`src/rtl/wishbone_master_arbiter.sv`:
```
// wishbone_master_arbiter
//   Shares one Wishbone master port of the slave interconnect between two
//   bus masters. Grants round-robin and holds a grant for a whole cyc
//   cycle. Routes read data and ack back to the granted master only, and
//   broadcasts the interrupt to both masters. A bus timeout terminates a
//   strobed transfer that never receives an ack, so a stuck slave cannot
//   lock the bus.
//
// Parameters
//   TIMEOUT  cycles a strobed transfer may wait for ack (0 disables, <= 65535)
//
// Ports
//   clk, rst                        clock, synchronous active-high reset
//   m0_* / m1_*                     master-side Wishbone ports
//                                   (we/cyc/stb/sel/adr/dat in, dat/ack/int out)
//   s_we_o .. s_dat_o               muxed request toward the interconnect
//   s_dat_i, s_ack_i, s_int_i       response from the interconnect
//   timeout_o                       one-cycle pulse on a timeout termination
module wishbone_master_arbiter #(
  parameter int unsigned TIMEOUT = 1024
) (
  input  logic        clk,
  input  logic        rst,
  input  logic        m0_we_i,
  input  logic        m0_cyc_i,
  input  logic        m0_stb_i,
  input  logic [3:0]  m0_sel_i,
  input  logic [31:0] m0_adr_i,
  input  logic [31:0] m0_dat_i,
  output logic [31:0] m0_dat_o,
  output logic        m0_ack_o,
  output logic        m0_int_o,
  input  logic        m1_we_i,
  input  logic        m1_cyc_i,
  input  logic        m1_stb_i,
  input  logic [3:0]  m1_sel_i,
  input  logic [31:0] m1_adr_i,
  input  logic [31:0] m1_dat_i,
  output logic [31:0] m1_dat_o,
  output logic        m1_ack_o,
  output logic        m1_int_o,
  output logic        s_we_o,
  output logic        s_cyc_o,
  output logic        s_stb_o,
  output logic [3:0]  s_sel_o,
  output logic [31:0] s_adr_o,
  output logic [31:0] s_dat_o,
  input  logic [31:0] s_dat_i,
  input  logic        s_ack_i,
  input  logic        s_int_i,
  output logic        timeout_o
);

  localparam logic [1:0] IDLE   = 2'd0;
  localparam logic [1:0] GRANT0 = 2'd1;
  localparam logic [1:0] GRANT1 = 2'd2;

  localparam logic [15:0] TO_LAST = (TIMEOUT == 0) ? 16'd0 : 16'(TIMEOUT - 1);

  logic [1:0]  state;
  logic [1:0]  state_nxt;
  logic        last;
  logic        to_ack;
  logic [15:0] cnt;
  logic        g0;
  logic        g1;
  logic        to_fire;

  assign g0 = (state == GRANT0);
  assign g1 = (state == GRANT1);

  // On a tie from IDLE the master that was not granted most recently wins.
  always_comb begin
    state_nxt = state;
    case (state)
      IDLE: begin
        if (m0_cyc_i && m1_cyc_i) state_nxt = last ? GRANT0 : GRANT1;
        else if (m0_cyc_i)        state_nxt = GRANT0;
        else if (m1_cyc_i)        state_nxt = GRANT1;
      end
      GRANT0:  if (!m0_cyc_i) state_nxt = m1_cyc_i ? GRANT1 : IDLE;
      GRANT1:  if (!m1_cyc_i) state_nxt = m0_cyc_i ? GRANT0 : IDLE;
      default: state_nxt = IDLE;
    endcase
  end

  always_comb begin
    s_we_o  = 1'b0;
    s_cyc_o = 1'b0;
    s_stb_o = 1'b0;
    s_sel_o = 4'd0;
    s_adr_o = 32'd0;
    s_dat_o = 32'd0;
    if (g0) begin
      s_we_o  = m0_we_i;
      s_cyc_o = m0_cyc_i;
      s_stb_o = m0_stb_i & ~to_ack;
      s_sel_o = m0_sel_i;
      s_adr_o = m0_adr_i;
      s_dat_o = m0_dat_i;
    end else if (g1) begin
      s_we_o  = m1_we_i;
      s_cyc_o = m1_cyc_i;
      s_stb_o = m1_stb_i & ~to_ack;
      s_sel_o = m1_sel_i;
      s_adr_o = m1_adr_i;
      s_dat_o = m1_dat_i;
    end
  end

  // The timeout ack replaces the slave response with all-ones data.
  assign m0_ack_o  = g0 & (s_ack_i | to_ack);
  assign m1_ack_o  = g1 & (s_ack_i | to_ack);
  assign m0_dat_o  = g0 ? (to_ack ? 32'hFFFF_FFFF : s_dat_i) : 32'd0;
  assign m1_dat_o  = g1 ? (to_ack ? 32'hFFFF_FFFF : s_dat_i) : 32'd0;
  assign m0_int_o  = s_int_i;
  assign m1_int_o  = s_int_i;
  assign timeout_o = to_ack;

  // A real ack in the last counted cycle suppresses the timeout.
  assign to_fire = (TIMEOUT != 0) && s_stb_o && !s_ack_i && (cnt == TO_LAST);

  always_ff @(posedge clk) begin
    if (rst) begin
      state  <= IDLE;
      last   <= 1'b1;
      cnt    <= 16'd0;
      to_ack <= 1'b0;
    end else begin
      state <= state_nxt;
      if (state_nxt == GRANT0)      last <= 1'b0;
      else if (state_nxt == GRANT1) last <= 1'b1;
      // A grant change restarts the wait so the new owner gets a full budget.
      if ((state_nxt != state) || !s_stb_o || s_ack_i) begin
        cnt    <= 16'd0;
        to_ack <= 1'b0;
      end else if (to_fire) begin
        cnt    <= 16'd0;
        to_ack <= 1'b1;
      end else begin
        if (TIMEOUT != 0) cnt <= cnt + 16'd1;
        to_ack <= 1'b0;
      end
    end
  end

endmodule

```
`config.mk`:
```
export PLATFORM = sky130hd
export DESIGN_NAME = wishbone_master_arbiter
export DESIGN_NICKNAME = d
export VERILOG_FILES = /design/src/rtl/wishbone_master_arbiter.sv
export SDC_FILE = /design/constraint.sdc
export NUM_CORES = 1
export LEC_CHECK = 0
export CAP_MARGIN = 20
export CORE_AREA = 2 2 122 124
export DETAILED_ROUTE_END_ITERATION = 6
export DIE_AREA = 0 0 124 126
export PLACE_DENSITY = 0.67
export SYNTH_ARGS = -nofsm -noshare
export SYNTH_HDL_FRONTEND = slang
export SYNTH_SLANG_ARGS = --single-unit
export TNS_END_PERCENT = 20
```
`constraint.sdc`:
```
create_clock -name clk -period 5.7 [get_ports clk]
set_clock_uncertainty 0.1 [all_clocks]
set_input_delay 1.14 -clock clk [delete_from_list [all_inputs] [get_ports clk]]
set_output_delay 1.14 -clock clk [all_outputs]
set_load 0.1 [all_outputs]
```
==> results of run 1 <==
==> logic make-up after synthesis <==
kind of cell,Yosys count
DFF,20
and+or+nand+nor,161
AOI/OAI and AO/OA,76
buffers and inverters,37
adders and majority gates,2
muxes,2
xor gates and xnor gates,12
==> layout make-up <==
| type | instances | area, um2 |
|---|---|---|
| fillers | 1438 | 8810 |
| repair buffers | 322 | 3210 |
| multi-input cells | 253 | 1580 |
| flip-flops and latches | 20 | 400 |
| well taps | 184 | 230 |
| clock buffers | 3 | 75.1 |
| inverters | 4 | 15.0 |
| diodes | 2 | 5.00 |
==> flip-flops by register name (all words and copies together) (netlist names) <==
register   cells
state          2
timeout_o      1
cnt           16
last           1
==> per-layer routing <==
metal | wire (um) | vias to the layer above
li1 | - | 1690
met1 | 6010 | 1641
met2 | 6580 | 171
met3 | 1690 | 17
met4 | 310 | 0
met5 | 0 | -
==> worst max-delay path: cells and delay by family <==
kind	cells	cell delay [ns]
AOI/OAI and AO/OA	1	0.16
buffers and inverters	2	1.65
and+or+nand+nor	1	0.20
==> cells in the final DEF (no fill, tap or decap), drive strengths merged, types with 3 or more instances in the layout <==
master	n
nor4	4
a22o	69
nand3	5
dfxtp	20
nor2b	3
clkdlybuf4s50	304
nand4	6
nor2	111
nand2	7
buf	18
xor2	5
nor3	14
clkbuf	3
inv	4
xnor2	7
==> report_power, final <==
part           total [uW]  internal [uW]  switching [uW]
logic                 763            237             526
registers             144            142            2.41
clock network         140           92.4            47.4
total                1050            471             575
==> per-stage QoR <==
step | total power (uW) | instance area (um2) | utilization
floorplan | 656 | 2140 | -
global placement | 902 | 5390 | 0.376
finish | 1050 | 5510 | 0.385
detailed placement | 906 | 5400 | 0.377
CTS | 1050 | 5480 | 0.383
global route | 1080 | 5510 | 0.385
==> how the worst max path moves through the flow <==
stage	end	cells after the start
floorplan	m0_dat_o[10]	4
global placement	s_stb_o	4
detailed placement	s_stb_o	4
CTS	s_stb_o	4
global route	s_stb_o	4
finish	s_stb_o	4
==> out/summary.txt, run 1 <==
outcome: complete, no violations
DIE AREA: 0.0156 mm2
Final GP Congestion: 0.893
Post-CTS Hold Buffers: 0
crit-path cells: clkdlybuf4s50_1 > a22oi_1 > nor2_1 > clkdlybuf4s50_1
origin of the critical flop-to-flop path: state[0]
FF-to-FF setup slack: 3.25 ns
Post-Route WL: 14600 um
Worst setup SP type: input pin
synthesized instance count: 310
worst hold path startpoint: cnt[0]
CP most frequent cell: clkdlybuf4s50_1
Initial DRT Pass Iterations: 4
Synth area leader: a22o_1
post-synthesis sequential area ratio: 0.187
Post-DP HPWL: 12200 um
Worst Hold Depth: 1
period utilization: 0.772
synth unique cells: 38
Synth async-reset ratio: 0
final hold violations: 0
Initial Utilization: 0.150
drt drc: 0
count of final setup violators: 0
max incr delay on CP: 1.17 ns
TritonCTS clock tree: done
PnR worst setup slack: 1.30 ns
Cell Area, Synth: 0.00214 mm2
Hold Path Sink: cnt[0]
GR met3 Demand/Resource: 0.0657
P per Cell Area: 190 mW/mm2
total grt overflow: 0
Synth top area share: 0.282
Final Hold Slack: 0.396 ns
setup TNS: 0 ns
gr usage total: 0.171
Area Overhead vs Synth: 157%
fraction of layout cells with a size suffix above 1: 0.0581
largest net degree at the start of global routing: 36
largest family of logic cells by synthesized area: simple AND/OR/NAND/NOR gates
Die Ht: 126 um
Fmax: 227 MHz
Post-Synth XOR/XNOR Area: 0.0490
Reg-to-Reg End: cnt[14]
Row Count: 44
kind of critical path: in -> out
warnings from Yosys: 0
Main synth FF type: dfxtp_1
post-synthesis compound-gate area fraction: 0.306
top cells by count, synth: nor2_1, a22o_1, clkbuf_1
Routed Antenna Nets: 0
VDD IR max: 0.130 mV
Die Wd: 124 um
Clock transition at path regs: 0.05 ns
Final Max Slew Viols: 0
mux contribution to synthesized area: 0.00933
placed insts: 782
M2 GR Usage: 0.276
reg2reg path depth: 4
CORE AREA: 0.0143 mm2
HP Class: reg -> reg
I/O Buffers: 314
Finished Layout Cells: 788
EDFF count, synth: 0
crit path DAT: 3.16 ns
fin nets: 784
Post-Place Worst Slack: 1.29 ns
data required time of the critical path: 4.46 ns
Max-Slew Margin vs Limit: 0.311
Vias per Instance: 4.47
clock buffer depth: 2
Seq cells post-synth: 20
initial antenna violation count: 2
I/O pins: 318
Worst Setup SP: m1_stb_i
Routed WL per cell: 18.5 um
CTS sink count: 20
CP Max Fanout: 2
GRT busiest layer: met2
H-tree levels: 1
syn nets: 490
Post-CTS Resized: 0
RSZ-0062 raised after global routing: false
Num CTS Buffers: 3
worst slew pin tran: 1.03 ns
Root Driver: clkbuf_16
Mapped Avg Cell Area: 6.92 um2
most frequent cell after synthesis: nor2_1
synth top area cells: a22o_1, nor2_1, dfxtp_1, clkbuf_1, xnor2_1
violation count after the first detailed-route iteration: 126
Post-Synth Simple-Gate Area: 0.355
Setup Fix Bufs, Post-CTS: 0
first-pass GRT wire length: 20300 um
Slowest-stage cell, CP: clkdlybuf4s50_1
Post-Synth Adder-Cell Area: 0.0117
LEAKAGE: 0.00204 uW
max-cap violations: 0
Worst setup EP type: output port
met1 Track Usage GR: 0.216
worst-skew pair later-pin latency: 0.25 ns
post-layout min period: 4.40 ns
vias: 3519
vias in the first global route: 3417
(Power assumes the default switching activity.)
==> run 2: changes to the inputs <==
--- a/config.mk
+++ b/config.mk
@@ -6,9 +6,9 @@
 export NUM_CORES = 1
 export LEC_CHECK = 0
 export CAP_MARGIN = 20
-export CORE_AREA = 2 2 122 124
+export CORE_AREA = 2 2 125 127
 export DETAILED_ROUTE_END_ITERATION = 6
-export DIE_AREA = 0 0 124 126
+export DIE_AREA = 0 0 127 129
 export PLACE_DENSITY = 0.67
 export SYNTH_ARGS = -nofsm -noshare
 export SYNTH_HDL_FRONTEND = slang
==> constraint.sdc (replaced) <==
create_clock -name clk -period 4 [get_ports clk]
set_clock_uncertainty 0.1 [all_clocks]
set_input_delay 0.8 -clock clk [delete_from_list [all_inputs] [get_ports clk]]
set_output_delay 0.8 -clock clk [all_outputs]
set_load 0.1 [all_outputs]
==> run 2 against run 1 <==
Cell area down 5.7%. Routed wire length down 0.70%. Setup slack worse by 0.37 ns. Global-route usage down 0.78 points. Via count down 1.9%. Sequential cell count unchanged. Critical path depth unchanged. Count of clock-buffer cells in the layout up 1.
==> out/summary.txt, run 2 (synthesized netlist as in run 1, its figures left out) <==
worst hold path startpoint: cnt[0]
CTS sink count: 20 (unchanged)
Reg-to-Reg End: timeout_o
total grt overflow: 0 (unchanged)
vias: 3452 (-1.9%)
I/O Buffers: 314 (unchanged)
Finished Layout Cells: 792 (+0.51%)
Area Overhead vs Synth: 142%
Worst Setup SP: state[1]
Num CTS Buffers: 3 (unchanged)
initial antenna violation count: 4 (+2)
Routed WL per cell: 18.3 um (-1.2%)
Post-CTS Resized: 0 (unchanged)
period utilization: 0.768
Fill cells: 1584 (+10%)
Initial DRT Pass Iterations: 4 (unchanged)
count of final setup violators: 0 (unchanged)
largest net degree at the start of global routing: 57 (+58%)
setup TNS: 0 ns (unchanged)
Worst Setup EP: s_dat_o[8]
Clock transition at path regs: 0.05 ns (about the same)
outcome: complete, no violations
vias in the first global route: 3212 (-6.0%)
drt drc: 0 (unchanged)
Root Driver: clkbuf_16
DIE AREA: 0.0164 mm2 (+4.9%)
Vias per Instance: 4.36 (-2.4%)
leading cell type in the layout, fill and taps excluded: clkdlybuf4s50_1
Worst setup SP type: flop
I/O pins: 318 (unchanged)
P per Cell Area: 288 mW/mm2 (+51%)
Post-CTS Hold Buffers: 0 (unchanged)
worst-skew pair later-pin latency: 0.25 ns (about the same)
Post-DP HPWL: 12100 um (-0.44%)
fraction of layout cells with a size suffix above 1: 0.270 (+0.211)
Layout Utilization: 0.347 (-0.0382)
placed insts: 785 (+0.38%)
Largest register FFs: 16 (unchanged)
biggest regs: cnt x16, state x2
origin of the critical flop-to-flop path: state[0]
first-pass GRT wire length: 20200 um (-0.55%)
register name with the most flops: cnt
FF-to-FF setup slack: 1.48 ns (-1.77 ns)
Initial Utilization: 0.143 (-0.00663)
VDD IR max: 0.220 mV (+69%)
worst slew pin tran: 0.897 ns (-0.133 ns)
most frequent cells in the layout: clkdlybuf4s50_1, buf_4, nor2_1
Post-Route WL: 14500 um (-0.70%)
gr usage total: 0.163 (-0.00782)
post-layout min period: 3.07 ns
RSZ-0062 raised after global routing: false
reg2reg path depth: 4 (unchanged)
final hold violations: 0 (unchanged)
data required time of the critical path: 3.10 ns (-1.36 ns)
H-tree levels: 1 (unchanged)
Final Max Slew Viols: 0 (unchanged)
LEAKAGE: 0.00226 uW (+11%)
Routed Antenna Nets: 0 (unchanged)
Max-Slew Margin vs Limit: 0.402 (+0.0910)
Worst setup EP type: output port
Die Wd: 127 um (+2.4%)
violation count after the first detailed-route iteration: 139 (+10%)
Final GP Congestion: 0.856 (-4.2%)
fin nets: 782 (-0.26%)
Die Ht: 129 um (+2.4%)
crit path DAT: 2.17 ns (-0.99 ns)
CP Max Fanout: 56 (+54)
HP Class: reg -> reg
Row Count: 45 (+2.3%)
Power Total: 1490 uW (+43%)
Fmax: 325 MHz
max-cap violations: 0 (unchanged)
clock buffer depth: 2 (unchanged)
Setup Fix Bufs, Post-CTS: 0 (unchanged)
TritonCTS clock tree: done
CORE AREA: 0.0150 mm2 (+4.6%)
kind of critical path: reg -> out
[run 2: cell count changes in the layout (fill, tap and decap cells not counted), sizes merged]
| cell | before | now |
|---|---|---|
| diode | 2 | 3 |
| clkdlybuf4s50 | 304 | 176 |
| clkbuf | 3 | 4 |
| buf | 18 | 144 |
[run 2: routing by layer]
metal	vias up	wire length [um]	global-route usage
met5	-	0	0
met4	0	232	0.0491
met3	13	1470	0.0545
met2	149	6400	0.250
met1	1595	6390	0.218
li1	1695	-	-
[run 2: report_power, final]
group | internal, uW | total (uW) | switching [uW] | leakage, uW
sequential | 202 | 205 | 3.65 | 0.000162
combinational | 310 | 1060 | 752 | 0.00206
clock | 152 | 226 | 73.5 | 0.0000442
[run 2: area by class of cell]
type | instances | area, um2 | area share
tap | 188 | 235 | 0.0453
antenna | 3 | 7.51 | 0.00145
timing repair buffer | 320 | 2870 | 0.552
sequential | 20 | 400 | 0.0771
inverter | 4 | 15.0 | 0.00289
clock buffer | 4 | 88.8 | 0.0171
multi-input combinational | 253 | 1580 | 0.304
[run 2: worst min path at each step]
stage	endpoint	slack, ns	cells after the start
after floorplan	cnt[0]	0.35	1
after global placement	cnt[0]	0.38	1
after detailed placement	cnt[0]	0.38	1
after CTS	cnt[0]	0.40	1
after global routing	cnt[0]	0.43	1
final	cnt[0]	0.39	1
[run 2: metrics by stage]
| step | hold WS [ns] | worst slack [ns] | area (um2) |
|---|---|---|---|
| 4_1_cts | 0.395 | 0.899 | 5180 |
| 3_3_place_gp | 0.380 | 1.02 | 5090 |
| 5_1_grt | 0.430 | 0.759 | 5190 |
| 2_1_floorplan | 0.352 | 0.237 | 2140 |
| 6_report | 0.394 | 0.927 | 5190 |
| 3_5_place_dp | 0.384 | 1.01 | 5090 |
[run 2: critical path: stages (launching register included)]
cell     delay [ns]
dfxtp_1        0.49
and2b_2        0.44
buf_12         0.31
a22o_1         0.32
buf_4          0.34
==> run 3: changes to the inputs <==
--- a/config.mk
+++ b/config.mk
@@ -6,10 +6,10 @@
 export NUM_CORES = 1
 export LEC_CHECK = 0
 export CAP_MARGIN = 20
-export CORE_AREA = 2 2 125 127
+export CORE_AREA = 2 2 123 125
 export DETAILED_ROUTE_END_ITERATION = 6
-export DIE_AREA = 0 0 127 129
-export PLACE_DENSITY = 0.67
+export DIE_AREA = 0 0 125 127
+export PLACE_DENSITY = 0.66
 export SYNTH_ARGS = -nofsm -noshare
 export SYNTH_HDL_FRONTEND = slang
 export SYNTH_SLANG_ARGS = --single-unit
==> constraint.sdc (replaced) <==
create_clock -name clk -period 3 [get_ports clk]
set_clock_uncertainty 0.1 [all_clocks]
set_input_delay 0.6 -clock clk [delete_from_list [all_inputs] [get_ports clk]]
set_output_delay 0.6 -clock clk [all_outputs]
set_load 0.1 [all_outputs]
==> run 3 against run 2 <==
Via count is 3.7% higher. Sequential share of layout area is 2.0 points lower. Cell area is 34% higher. First-iteration DRC count is 22% higher. Critical path depth is 1 higher. Hold slack better by 0.0077 ns. Sequential cell count stayed put. Count of clock-buffer cells in the layout stayed put. Combinational power is 68% higher. Register-to-register slack worse by 0.94 ns. Core utilization is 14 points higher. Clock power is 35% higher. Critical path type unchanged. Largest power group unchanged.
==> out/summary.txt, run 3 (synthesized netlist as in run 1, its figures left out) <==
max-cap violations: 0 (unchanged)
fraction of layout cells with a size suffix above 1: 0.278 (+0.00814)
Post-Place Worst Slack: 0.209 ns (-0.797 ns)
I/O Buffers: 314 (unchanged)
drt drc: 0 (unchanged)
LEAKAGE: 0.00272 uW (+20%)
P per Cell Area: 338 mW/mm2 (+18%)
first-pass GRT wire length: 24100 um (+20%)
total grt overflow: 0 (unchanged)
most frequent cells in the layout: clkdlybuf4s50_1, buf_12, nor2_1
RSZ-0062 raised after global routing: false
Post-Route WL: 16800 um (+16%)
PnR worst setup slack: 0.340 ns (-0.587 ns)
Initial DRT Pass Iterations: 4 (unchanged)
Root Driver: clkbuf_16
Storage cell area: 400 um2 (unchanged)
violation count after the first detailed-route iteration: 169 (+22%)
Clock transition at path regs: 0.06 ns (about the same)
register name with the most flops: cnt
origin of the critical flop-to-flop path: state[1]
I/O pins: 318 (unchanged)
fin nets: 786 (+0.51%)
leading cell type in the layout, fill and taps excluded: clkdlybuf4s50_1
worst hold path startpoint: cnt[0]
Finished Layout Cells: 790 (-0.25%)
count of final setup violators: 0 (unchanged)
Post-DP HPWL: 14400 um (+19%)
Worst setup EP type: output port
Fill cells: 1279 (-19%)
clock buffer depth: 2 (unchanged)
TritonCTS clock tree: done
Initial Utilization: 0.149 (+0.00549)
H-tree levels: 1 (unchanged)
Vias per Instance: 4.53 (+4.0%)
Hold Path Sink: cnt[0]
CP Max Fanout: 14 (-75%)
CTS sink count: 20 (unchanged)
vias in the first global route: 3788 (+18%)
multi-input logic area: 0.00158 mm2 (+0.32%)
worst slew pin tran: 0.883 ns (-0.0140 ns)
Die Ht: 127 um (-1.6%)
Worst setup SP type: flop
outcome: complete, no violations
worst-skew pair later-pin latency: 0.26 ns (about the same)
Routed WL per cell: 21.2 um (+16%)
Largest register FFs: 16 (unchanged)
Power Total: 2360 uW (+58%)
Max-Slew Margin vs Limit: 0.411 (+0.00931)
CORE AREA: 0.0144 mm2 (-3.7%)
Num CTS Buffers: 3 (unchanged)
final hold violations: 0 (unchanged)
Reg-to-Reg End: cnt[15]
Routed Antenna Nets: 0 (unchanged)
placed insts: 785 (unchanged)
DIE AREA: 0.0159 mm2 (-3.1%)
largest net degree at the start of global routing: 36 (-37%)
vias: 3580 (+3.7%)
reg2reg path depth: 5 (+1)
Worst Hold Depth: 1 (unchanged)
Post-CTS Resized: 0 (unchanged)
Final Max Slew Viols: 0 (unchanged)
post-layout min period: 2.66 ns
FF-to-FF setup slack: 0.54 ns (-0.94 ns)
Post-CTS Hold Buffers: 0 (unchanged)
gr usage total: 0.199 (+0.0360)
HP Class: reg -> reg
crit path DAT: 1.96 ns (-0.21 ns)
Setup Fix Bufs, Post-CTS: 0 (unchanged)
biggest regs: cnt x16, state x2
kind of critical path: reg -> out
data required time of the critical path: 2.30 ns (-0.80 ns)
Area Overhead vs Synth: 225%
Final GP Congestion: 0.804 (-6.0%)
Final Hold Slack: 0.402 ns (+0.00770 ns)
Fmax: 376 MHz
Row Count: 44 (-2.2%)
period utilization: 0.887
VDD IR max: 0.239 mV (+8.6%)
initial antenna violation count: 2 (-2)
Die Wd: 125 um (-1.6%)
-- run 3: cell count changes in the layout (fill, tap and decap cells not counted) --
cell | previous run | this run
buf_12 | 2 | 141
buf_16 | 0 | 1
buf_4 | 142 | 6
diode_2 | 3 | 1
nor2_1 | 110 | 108
nor2_2 | 0 | 2
-- run 3: power by group --
| group | switching, uW | internal, uW |
|---|---|---|
| logic | 1090 | 691 |
| registers | 4.98 | 269 |
| clock network | 103 | 204 |
| total | 1190 | 1160 |
-- run 3: worst max-delay path, stage by stage (launching register included) --
cell and delay, ns:
dfxtp_1 0.50, and2b_2 0.45, a22oi_1 0.17, buf_4 0.19
nor2_1 0.17, buf_12 0.20
-- run 3: per-layer routing --
| metal | vias up | wire length [um] | global-route usage |
|---|---|---|---|
| met5 | - | 0 | 0 |
| met3 | 30 | 911 | 0.0381 |
| met2 | 163 | 9270 | 0.391 |
| met1 | 1696 | 5790 | 0.202 |
| met4 | 0 | 809 | 0.0908 |
| li1 | 1691 | - | - |
-- run 3: final cells by class --
cell class                 count  area share
clock buffer                   4      0.0127
antenna                        1    0.000359
inverter                       4     0.00215
timing repair buffer         324       0.668
tap                          184      0.0330
multi-input combinational    253       0.227
sequential                    20      0.0574
-- run 3: per-stage QoR --
stage / utilization / setup TNS, ns / cell area [um2]
6_report: 0.484 / 0 / 6980
5_1_grt: 0.484 / 0 / 6980
4_1_cts: 0.483 / 0 / 6970
3_5_place_dp: 0.477 / 0 / 6880
3_3_place_gp: 0.475 / 0 / 6860
2_1_floorplan: - / -33.91 / 2150
-- run 3: worst max path at each step --
| stage | slack, ns | end | from | cells after the start |
|---|---|---|---|---|
| floorplan | -0.56 | m0_dat_o[11] | timeout_o | 4 |
| global route | 0.25 | s_stb_o | state[1] | 5 |
| finish | 0.34 | s_stb_o | state[1] | 5 |
| detailed placement | 0.21 | cnt[15] | m0_cyc_i | 4 |
| CTS | 0.32 | s_stb_o | state[1] | 5 |
| global placement | 0.26 | cnt[15] | m0_cyc_i | 4 |
